### config.mk
export PLATFORM = sky130hd
export DESIGN_NAME = seven_segment_capture
export DESIGN_NICKNAME = d
export VERILOG_FILES = /design/src/rtl/seven_segment_capture.sv
export SDC_FILE = /design/constraint.sdc
export NUM_CORES = 1
export LEC_CHECK = 0
export ABC_AREA = 1
export CORE_ASPECT_RATIO = 1.25
export CORE_MARGIN = 2
export CORE_UTILIZATION = 57
export CTS_CLUSTER_DIAMETER = 40
export DETAILED_ROUTE_END_ITERATION = 12
export GPL_TIMING_DRIVEN = 1
export PLACE_DENSITY_LB_ADDON = 0.12
export RECOVER_POWER = 25
export SLEW_MARGIN = 0
export SYNTH_ARGS = -nofsm -noshare
export SYNTH_HDL_FRONTEND = slang
export SYNTH_SLANG_ARGS = --single-unit
### constraint.sdc
create_clock -name clock -period 2.4 [get_ports clock]
set_input_delay 0.24 -clock clock [delete_from_list [all_inputs] [get_ports clock]]
set_output_delay 0.24 -clock clock [all_outputs]
set_load 0.1 [all_outputs]
### src/rtl/seven_segment_capture.sv
// seven_segment_capture: rebuilds the 16-bit hex value shown on a scanned 4-digit seven-segment bus.
// Build option SEG_CAPTURE_DP_EN adds dp_value, the decimal points of the last published frame.
module seven_segment_capture #(
  parameter int unsigned SETTLE_CYCLES = 4
) (
  input  logic        clock,
  input  logic        reset,
  input  logic [6:0]  seg,
  input  logic        dp,
  input  logic [3:0]  an,
  output logic [15:0] value,
  output logic [3:0]  digit_valid,
  output logic        frame_done,
  output logic        decode_error
`ifdef SEG_CAPTURE_DP_EN
  ,
  output logic [3:0]  dp_value
`endif
);

  localparam int unsigned CNT_W = 8;

  typedef enum logic [1:0] {IDLE, SETTLE, HOLD} state_t;

  state_t             r_state;
  logic [CNT_W-1:0]   r_cnt;
  logic [3:0]         r_cur_an;
  logic [3:0]         r_an;
  logic [6:0]         r_seg;
  logic [3:0]         r_pending;
  logic [15:0]        r_shadow;

  logic               w_an_legal;
  logic [1:0]         w_an_idx;
  logic               w_dec_ok;
  logic [3:0]         w_nib;
  logic               w_changed;
  logic               w_capture;
  logic [3:0]         w_sel;
  logic [3:0]         w_pend_next;
  logic [15:0]        w_merged;

  // Anode qualification: exactly one active-low enable selects a digit
  always_comb begin
    w_an_legal = 1'b0;
    w_an_idx   = 2'd0;
    case (r_an)
      4'b1110: begin w_an_legal = 1'b1; w_an_idx = 2'd0; end
      4'b1101: begin w_an_legal = 1'b1; w_an_idx = 2'd1; end
      4'b1011: begin w_an_legal = 1'b1; w_an_idx = 2'd2; end
      4'b0111: begin w_an_legal = 1'b1; w_an_idx = 2'd3; end
      default: begin w_an_legal = 1'b0; w_an_idx = 2'd0; end
    endcase
  end

  // Segment pattern {g..a}, active low, back to a hex nibble
  always_comb begin
    w_dec_ok = 1'b1;
    w_nib    = 4'h0;
    case (r_seg)
      7'h40: w_nib = 4'h0;
      7'h79: w_nib = 4'h1;
      7'h24: w_nib = 4'h2;
      7'h30: w_nib = 4'h3;
      7'h19: w_nib = 4'h4;
      7'h12: w_nib = 4'h5;
      7'h02: w_nib = 4'h6;
      7'h78: w_nib = 4'h7;
      7'h00: w_nib = 4'h8;
      7'h10: w_nib = 4'h9;
      7'h08: w_nib = 4'hA;
      7'h03: w_nib = 4'hB;
      7'h46: w_nib = 4'hC;
      7'h21: w_nib = 4'hD;
      7'h06: w_nib = 4'hE;
      7'h0E: w_nib = 4'hF;
      default: begin w_dec_ok = 1'b0; w_nib = 4'h0; end
    endcase
  end

  // A new dwell starts whenever the anode differs from the one being tracked; that edge counts
  // as the first cycle seen, so capture lands once an_r has held SETTLE_CYCLES cycles.
  always_comb begin
    w_changed   = (r_state == IDLE) || (r_an != r_cur_an);
    w_capture   = (w_changed && w_an_legal && (SETTLE_CYCLES == 1)) ||
                  (!w_changed && (r_state == SETTLE) && (r_cnt == CNT_W'(SETTLE_CYCLES - 2)));
    w_sel       = 4'b0001 << w_an_idx;
    w_pend_next = r_pending | w_sel;
    w_merged    = r_shadow;
    for (int i = 0; i < 4; i++) begin
      if (w_an_idx == 2'(i)) w_merged[4*i +: 4] = w_nib;
    end
  end

  // Dwell tracking FSM plus capture and atomic frame publication
  always_ff @(posedge clock or posedge reset) begin
    if (reset) begin
      r_seg        <= 7'h7F;
      r_an         <= 4'hF;
      r_state      <= IDLE;
      r_cnt        <= '0;
      r_cur_an     <= 4'hF;
      r_pending    <= 4'h0;
      r_shadow     <= 16'h0000;
      value        <= 16'h0000;
      digit_valid  <= 4'h0;
      frame_done   <= 1'b0;
      decode_error <= 1'b0;
    end else begin
      r_seg        <= seg;
      r_an         <= an;
      frame_done   <= 1'b0;
      decode_error <= 1'b0;

      if (w_changed) begin
        if (w_an_legal) begin
          r_state  <= (SETTLE_CYCLES == 1) ? HOLD : SETTLE;
          r_cnt    <= '0;
          r_cur_an <= r_an;
        end else begin
          r_state  <= IDLE;
        end
      end else if (r_state == SETTLE) begin
        if (w_capture) r_state <= HOLD;
        else           r_cnt   <= r_cnt + CNT_W'(1);
      end

      if (w_capture) begin
        if (w_dec_ok) begin
          r_shadow              <= w_merged;
          digit_valid[w_an_idx] <= 1'b1;
          if (w_pend_next == 4'hF) begin
            value      <= w_merged;
            r_pending  <= 4'h0;
            frame_done <= 1'b1;
          end else begin
            r_pending  <= w_pend_next;
          end
        end else begin
          decode_error          <= 1'b1;
          digit_valid[w_an_idx] <= 1'b0;
          r_pending             <= r_pending & ~w_sel;
        end
      end
    end
  end

`ifdef SEG_CAPTURE_DP_EN
  logic       r_dp;
  logic [3:0] r_dp_shadow;
  logic [3:0] w_dp_merged;

  assign w_dp_merged = (r_dp_shadow & ~w_sel) | (w_sel & {4{~r_dp}});

  // Decimal points ride along with every capture and publish with the frame
  always_ff @(posedge clock or posedge reset) begin
    if (reset) begin
      r_dp        <= 1'b1;
      r_dp_shadow <= 4'h0;
      dp_value    <= 4'h0;
    end else begin
      r_dp <= dp;
      if (w_capture) begin
        r_dp_shadow <= w_dp_merged;
        if (w_dec_ok && (w_pend_next == 4'hF)) dp_value <= w_dp_merged;
      end
    end
  end
`else
  logic w_unused_dp;
  assign w_unused_dp = dp;
`endif

endmodule

Word level (Yosys, flattened, before mapping)
Index checks and enable logic that the tools add are counted.

Add/subtract/negate cells: 1. Order comparisons: 2. Eq/ne operators: 28. Shift operators: 1. Multiplexer cells: 26. Bitwise gates (word level): 6. Reductions and logical operators: 17.

Operators by type and width (count): 4-bit case mux with 15 select lines (1); 8-bit two-way mux (4); 7-bit == test (second input constant) (4); 4-bit two-way mux (7); 7-bit by 5-bit == test with 1-bit output (second input constant) (3); 7-bit by 6-bit == test with 1-bit output (second input constant) (3); 4-bit == test (second input constant) (4); 16-bit OR reduction (1); 7-bit by 2-bit == test with 1-bit output (second input constant) (2); 7-bit by 4-bit == test with 1-bit output (second input constant) (2); 1-bit two-way mux (9); 8-bit by 1-bit adder with 8-bit output (second input constant) (1); 4-bit AND (2); 8-bit by 2-bit == test with 1-bit output (second input constant) (1); 4-bit NOT (2); 4-bit bitwise OR (2); 7-bit by 3-bit == test with 1-bit output (second input constant) (1); 7-bit logical NOT (1); 2-bit two-way mux (3); 2-bit case mux with 3 select lines (1); 2-bit AND reduction (3); 3-bit AND reduction (2); 2-bit by 1-bit == test with 1-bit output (second input constant) (2); 2-bit == test (second input constant) (2); 13 further kinds (18).

Register bits: 67. Output and inout port bits: 22. Word-level logic and storage cells: 92.

Logic depth before layout (Yosys ltp)
Gate-level depths: netlist (run 1).

Depth after elaboration: 9. Gate-level depth with buffers: 13. Depth with buffers taken out: 12.

Least setup slack after synthesis (run 1)
No wires, ideal clock.

Path type: flip-flop to flip-flop. From: register r_an[1]. To: register value[0]. Library setup time: 0.120 ns. Arrival: 1.642 ns. Required time: 2.280 ns. Path slack: 0.639 ns. Cell stages (with the launch flop): 13. Buffers on the path: 1. Cells stage by stage: dfstp_2 > inv_1 > nand2_1 > nand2_1 > nor2_1 > inv_2 > nor2_8 > nand2_4 > nor2_4 > nand3_4 > buf_6 > nand2_1 > nand2_1.

Word-level cells in the longest chain between the ends: 6.

Ends and longest elaborated chain: start, declared (line 28) `logic [3:0] r_an;`; start signal, assigned (line 111) `r_an <= an;`; 4-bit by 3-bit == test with 1-bit output (tied with other cells) (line 47) `case (r_an)`; 2-bit case mux with 3 select lines or 1-bit logical OR (tied branches) (line 47, 84); 1-bit by 2-bit << shifter with 4-bit output or 1-bit logical NOT (tied branches) (line 87, 86); 4-bit bitwise OR or 1-bit logical AND (tied branches) (line 88, 86); 4-bit == test or 1-bit logical AND (tied branches) (line 132, 86); 3-bit AND reduction (no line); end signal, assigned (line 133) `value <= w_merged;`; end, declared (line 11) `output logic [15:0] value,`.

Several ways; a longest one is shown, not always the timed one. A chain may end at the register's enable or synchronous reset.

Worst setup path after layout (run 1)
From: register r_an[1]. To: register r_shadow[6].

Word-level cells in the longest chain between the ends: 6.

Ends and longest elaborated chain: parallel branches: the longest is 6 deep, another holds 4-bit by 3-bit == test with 1-bit output; end signal, assigned (line 130) `r_shadow <= w_merged;`; end, declared (line 31) `logic [15:0] r_shadow;`.

Several ways; the timed one is not identified.

==> results.toml, run 1 <==
[placement]
io_buffers = 34
gp_congestion = 0.9075
place.detailed.hpwl_um = 4960
placed_area_mm2 = 0.003877

[clock_network]
cts.sinks = 67
cts_root_buf = "clkbuf_8"
cts_made_buffers = 9
clk_path_buf_depth = 2
cts_tree = "built"
clk-insertion-delay-late_ns = 0.35
cts_resized = 0
htreeDepth = 3
hold_buffers = 0
cts_setup_buffers = 0
clk_pin_slew_ns = 0.07

[yosys]
synth.top_cells.by_count = "220 x nand2_1, 52 x dfrtp_1, 40 x nor2_1, 33 x inv_1, 30 x nand3_1"
netlist_instances = 471
ys_ff_latch = 67
synth_cell_types = 27
synth_most_common_cell = "nand2_1"
yosys.area.top_type = "dfrtp_1"
synthArstFlopShare_pct = 100.0
synth.area.top_cells = "dfrtp_1 37%, nand2_1 24%, dfstp_2 11%"
synth_edf_count = 0
syn_avg_cell_area_um2 = 7.433
ys_seq_area_share_pct = 48.43
yosys_warnings = 0
netlist_area_mm2 = 0.003501
synth_ff_type = "dfrtp_1"
synth_top_area_share_pct = 37.17
synth_fp_nets = 487

[min_path]
holdPathEnd = "r_seg[3]"
holdPathStages = 1
hp-class = "input pin to register"
min-delay-start = "seg[3]"

[pwr]
p_leak_uw = 0.002246
p_switching_uw = 624.6
clkPwrFrac_pct = 41.6
seq_power_share_pct = 49.0
combPwrFrac_pct = 9.3
p_int_uw = 1844
switching_share_pct = 25.30
p_total_uw = 2469
power_density_mw_per_mm2 = 605.1
ir_worst_vdd_v = 0.0004476

[worst_setup_path]
rr_worst_depth = 11
reg2reg_slack_ns = 0.41
r2r-start = "r_an[1]"
cp.required_ns = 2.64
end_kind = "register"
crit_arrival_ns = 2.23
reg2reg_to = "r_shadow[6]"
crit_path_frequent_cell = "nand2_1"
cp-startpoint = "r_an[1]"
crit_type = "register to register"
max_stage_delay_ns = 0.56
cp_slowest_cell = "dfstp_2"
startpoint_type = "register"
cp_top_family = "simple AND/OR/NAND/NOR gates"
worstPathBufferInverterCount = 2
cp_max_fo = 16
cp_cell_sequence = "inv_1 > nand2_1 > nand2_1 > nor2_1 > inv_2 > nor2_8 > nand2_4 > nor2_4 > nand2_2 > nand2_1 > nand2_1"

[grt]
grt_pass1_wl_um = 12210
grt_usage_pct = 23.10
antenna_found_initial = 0
grt_max_degree = 68
grt-ovfl-total = 0
first_global_vias = 2856

[drt]
routed_wl_um = 6997
ant_nets = 0
wl_per_cell_um = 11.64
vias = 2982
vias_per_cell = 4.962
drt_iter0_drc = 166
drc = 0
dr.pass1.iters = 4

[die]
ioPinCount = 36
die-area_mm2 = 0.006789
std_cell_rows = 31
die_x_um = 74.10
fp.dieH_um = 91.62
core-area_mm2 = 0.005857
initial_core_util_pct = 59.77

[status]
status = "finished, violations left"
violations = "max-capacitance violations, max-slew violations"

[layout]
synthToLayoutAreaGrowth_pct = 16.55
final_area_mm2 = 0.004080
drive_gt1_share_pct = 16.57
num_antenna_cells = 0
num-nets-final = 530
utilization_pct = 69.66

[sta]
min_period_over_period_pct = 82.91
hold_violations = 0
period_needed_ns = 1.990
drv_slew = 68
finalClockSkew_ns = 0.009224
setup-tns-final_ns = 0
slew_headroom_pct = -7.694
fmax_ghz = 0.5026
tightestPinTransition_ns = 1.615
rsz0062_at_grt = "false"
setup_viol = 0

[flow_run]
maxCapViolCount = 1
[per-layer routing]
| layer | GRT usage, % | up-vias | wire length, um | part of all wire [%] |
|---|---|---|---|---|
| li1 | - | 1544 | - | - |
| met1 | 27.68 | 1366 | 3131 | 45 |
| met2 | 39.58 | 58 | 3465 | 50 |
| met3 | 3.736 | 14 | 232 | 3.3 |
| met4 | 10.76 | 0 | 167 | 2.4 |
| met5 | 0 | - | 0 | 0 |
[state kept, by name, summed over array words and instances (netlist names), named ones only]
signal and cells:
value 16, decode_error 1, r_an 4, r_state 2
r_cur_an 4, r_seg 7, r_cnt 8, r_pending 4
frame_done 1, r_shadow 16
[per-stage QoR]
stage / std cells / hold slack (ns) / setup WS [ns]
2_1_floorplan: 471 / 0.2445 / 0.5017
3_3_place_gp: 585 / 0.4625 / 0.4043
3_5_place_dp: 585 / 0.4656 / 0.3970
4_1_cts: 601 / 0.2823 / 0.3807
5_1_grt: 601 / 0.4204 / 0.1920
6_report: 601 / 0.4288 / 0.4102
[cells in the final DEF, fill, tap and decap left out, types with 2 or more instances in the layout]
master,n
o21ai_1,6
nand2_2,3
nand3b_1,2
nor3_1,6
a21oi_1,2
nor2_4,4
bufinv_16,2
nor2_1,40
nand3_2,3
inv_2,8
buf_4,28
ha_1,2
dfstp_2,15
dlygate4sd3_1,12
dfrtp_1,52
xor2_1,2
nand4_1,6
nand2_1,220
nand3_1,30
clkinv_4,2
o21ai_0,18
clkbuf_8,9
nor2_2,4
inv_1,32
[kinds of logic (layout without fill, tap and decap cells)]
kind of cell	Yosys count	in the layout	share of synthesized area, %
buffers and inverters	50	98	6.576
xor gates and xnor gates	3	3	0.7507
adders and majority gates	2	2	0.7147
AOI/OAI and AO/OA	26	26	3.717
and+or+nand+nor	323	323	39.81
DFF	67	67	48.43
[worst max-delay path by stage]
stage | endpoint | slack (ns) | depth (start not counted)
detailed placement | r_shadow[12] | 0.40 | 11
floorplan | async pin | 0.50 | 1
finish | r_shadow[6] | 0.41 | 11
global placement | r_shadow[14] | 0.40 | 11
CTS | r_shadow[12] | 0.38 | 11
global route | r_cnt[7] | 0.19 | 9
[cell type report]
class | instances | area, um2
Inverter | 41 | 153.9
Multi-Input combinational cell | 354 | 1575
Sequential cell | 67 | 1695
Clock buffer | 10 | 127.6
Timing Repair Buffer | 41 | 335.3
Fill cell | 516 | 1777
Tap cell | 82 | 102.6
Clock inverter | 6 | 90.09
[power by group through the flow]
stage	Combinational, uW	Sequential, uW	Clock [uW]
2_1_floorplan	169	1230	0
5_1_grt	262	1220	1100
4_1_cts	241	1210	1050
3_5_place_dp	241	1230	0
6_report	231	1210	1030
3_3_place_gp	236	1230	0
Note: power is estimated with default switching activity, not from simulation.
==> run 2: changes to the inputs <==
CORE_UTILIZATION = 51   (was 57)
clock period = 1.7 ns   (was 2.4 ns; I/O delays follow)
==> run 2 against run 1 <==
Compared with the run above: the run ends with negative setup slack left; first-iteration DRC count rose by 68%; sequential share of layout area fell by 7.6 points; sequential power rose by 40%; clock power rose by 18%; global-route usage rose by 1.8 points; worst setup slack got worse by 0.68 ns; hold slack got worse by 0.070 ns; clock skew barely moved; via count rose by 16%; largest cell class is now multi-input gates.
==> results.toml, run 2 (same netlist as run 1, synthesis figures left out) <==
[grt]
grt_max_degree = 61
grt-ovfl-total = 0
grt_usage_pct = 24.92
antenna_found_initial = 0
grt_pass1_wl_um = 14960
first_global_vias = 3390

[layout]
final_common_cell = "nand2_1"
layout_common_cells = "180 x nand2_1, 71 x buf_4, 52 x dfrtp_1"
final_area_mm2 = 0.004991
drive_gt1_share_pct = 36.88
synthToLayoutAreaGrowth_pct = 42.57
num-nets-final = 594
num_antenna_cells = 0
fin_cells = 670
top_regs = "r_shadow x16, value x16, r_cnt x8"

[die]
core-area_mm2 = 0.006606
initial_core_util_pct = 52.99
die-area_mm2 = 0.007547
ioPinCount = 36
fp.dieH_um = 96.63
die_x_um = 78.11
std_cell_rows = 33

[pwr]
power_density_mw_per_mm2 = 690.6
p_total_uw = 3447
ir_worst_vdd_v = 0.0007313
p_leak_uw = 0.002704

[sta]
slew_headroom_pct = 45.22
fmax_ghz = 0.5077
tightestPinTransition_ns = 0.8217
drv_slew = 0
setup-tns-final_ns = -8.178
finalClockSkew_ns = 0.009519
rsz0062_at_grt = "true"
fin_ws_ns = -0.2697
min_period_over_period_pct = 115.9
setup_viol = 45
hold_violations = 0
period_needed_ns = 1.970

[worst_setup_path]
reg2reg_slack_ns = -0.27
crit_type = "register to register"
rr_worst_depth = 11
cp.required_ns = 1.99
cp_slowest_cell = "dfstp_2"
crit_path_frequent_cell = "nor2_4"
cp_max_fo = 8
end_kind = "register"
worstPathBufferInverterCount = 3
cp_top_family = "simple AND/OR/NAND/NOR gates"
max_stage_delay_ns = 0.55
crit_arrival_ns = 2.26
startpoint_type = "register"
cp_cell_sequence = "buf_4 > nand2_1 > nor3_1 > nor2_4 > nand2_2 > nor2_4 > buf_12 > nor2_4 > buf_12 > nand3_2 > nand2_1"
r2r-start = "r_seg[6]"
reg2reg_to = "value[11]"

[drt]
ant_nets = 0
vias = 3446
drt_iter0_drc = 279
routed_wl_um = 9141
vias_per_cell = 5.143
dr.pass1.iters = 5
wl_per_cell_um = 13.64
drc = 0

[clock_network]
clk_pin_slew_ns = 0.08
clk-insertion-delay-late_ns = 0.34
hold_buffers = 0
cts_tree = "built"
htreeDepth = 3
cts_made_buffers = 9
cts_root_buf = "clkbuf_8"
cts.sinks = 67
clk_path_buf_depth = 2

[placement]
numPlacedInstances = 626
placed_area_mm2 = 0.004248
gp_congestion = 0.9178
place_ws_ns = -0.3742
io_buffers = 34
place.detailed.hpwl_um = 5486

[status]
violations = "negative setup slack"
status = "finished, violations left"

[min_path]
holdPathEnd = "r_seg[0]"
min-delay-start = "seg[0]"
hp-class = "input pin to register"
holdPathStages = 1

[flow_run]
maxCapViolCount = 0
run 2: what timing repair did:
item,CTS,global route
resized for setup,38,62
setup buffers,19,6
pin swaps,20,30
gates cloned,3,0
endpoints found under the setup margin,49,51
run 2: cell type report:
type                    count  area [um2]
multi-input cells         357        1889
flip-flops and latches     67        1695
fillers                   483        1615
repair buffers            102       959.7
inverters                  41       157.7
clock buffers              12       155.1
well taps                  87       108.9
clock inverters             4       25.02
run 2: per-layer routing:
layer,vias to the layer above,track usage [%],routed length [um]
met5,-,0,0
met4,0,9.717,192
met3,23,5.504,451
met2,122,43.24,4908
met1,1621,29.81,3588
li1,1680,-,-
run 2: where the power goes:
| group | total (uW) | switching, uW | internal, uW | leakage [uW] |
|---|---|---|---|---|
| Sequential | 1700 | 35.9 | 1670 | 0.000881 |
| Clock | 1220 | 620 | 605 | 0.0000884 |
| Combinational | 517 | 301 | 216 | 0.00173 |
| Total | 3450 | 957 | 2490 | 0.00270 |
run 2: worst reg2reg max path, stage by stage (launching register included):
cell	delay, ns
dfstp_2	0.55
buf_4	0.13
nand2_1	0.08
nor3_1	0.36
nor2_4	0.07
nand2_2	0.09
nor2_4	0.07
buf_12	0.12
nor2_4	0.15
buf_12	0.17
nand3_2	0.06
nand2_1	0.06
run 2: worst max path at each step:
stage | startpoint | end | slack [ns] | cells after the start
6_report | r_seg[6] | value[11] | -0.27 | 11
5_1_grt | r_seg[6] | value[11] | -0.34 | 11
4_1_cts | r_an[1] | value[5] | -0.15 | 12
3_5_place_dp | r_seg[4] | value[2] | -0.37 | 10
3_3_place_gp | r_seg[5] | value[5] | -0.26 | 10
2_1_floorplan | r_an[0] | value[0] | -0.05 | 12
run 2: metrics by stage:
stage	hold WS (ns)	utilization (%)
6_report	0.3587	75.55
4_1_cts	0.2181	72.25
3_5_place_dp	0.4600	64.30
5_1_grt	0.3511	75.55
2_1_floorplan	0.1745	-
3_3_place_gp	0.4566	64.30
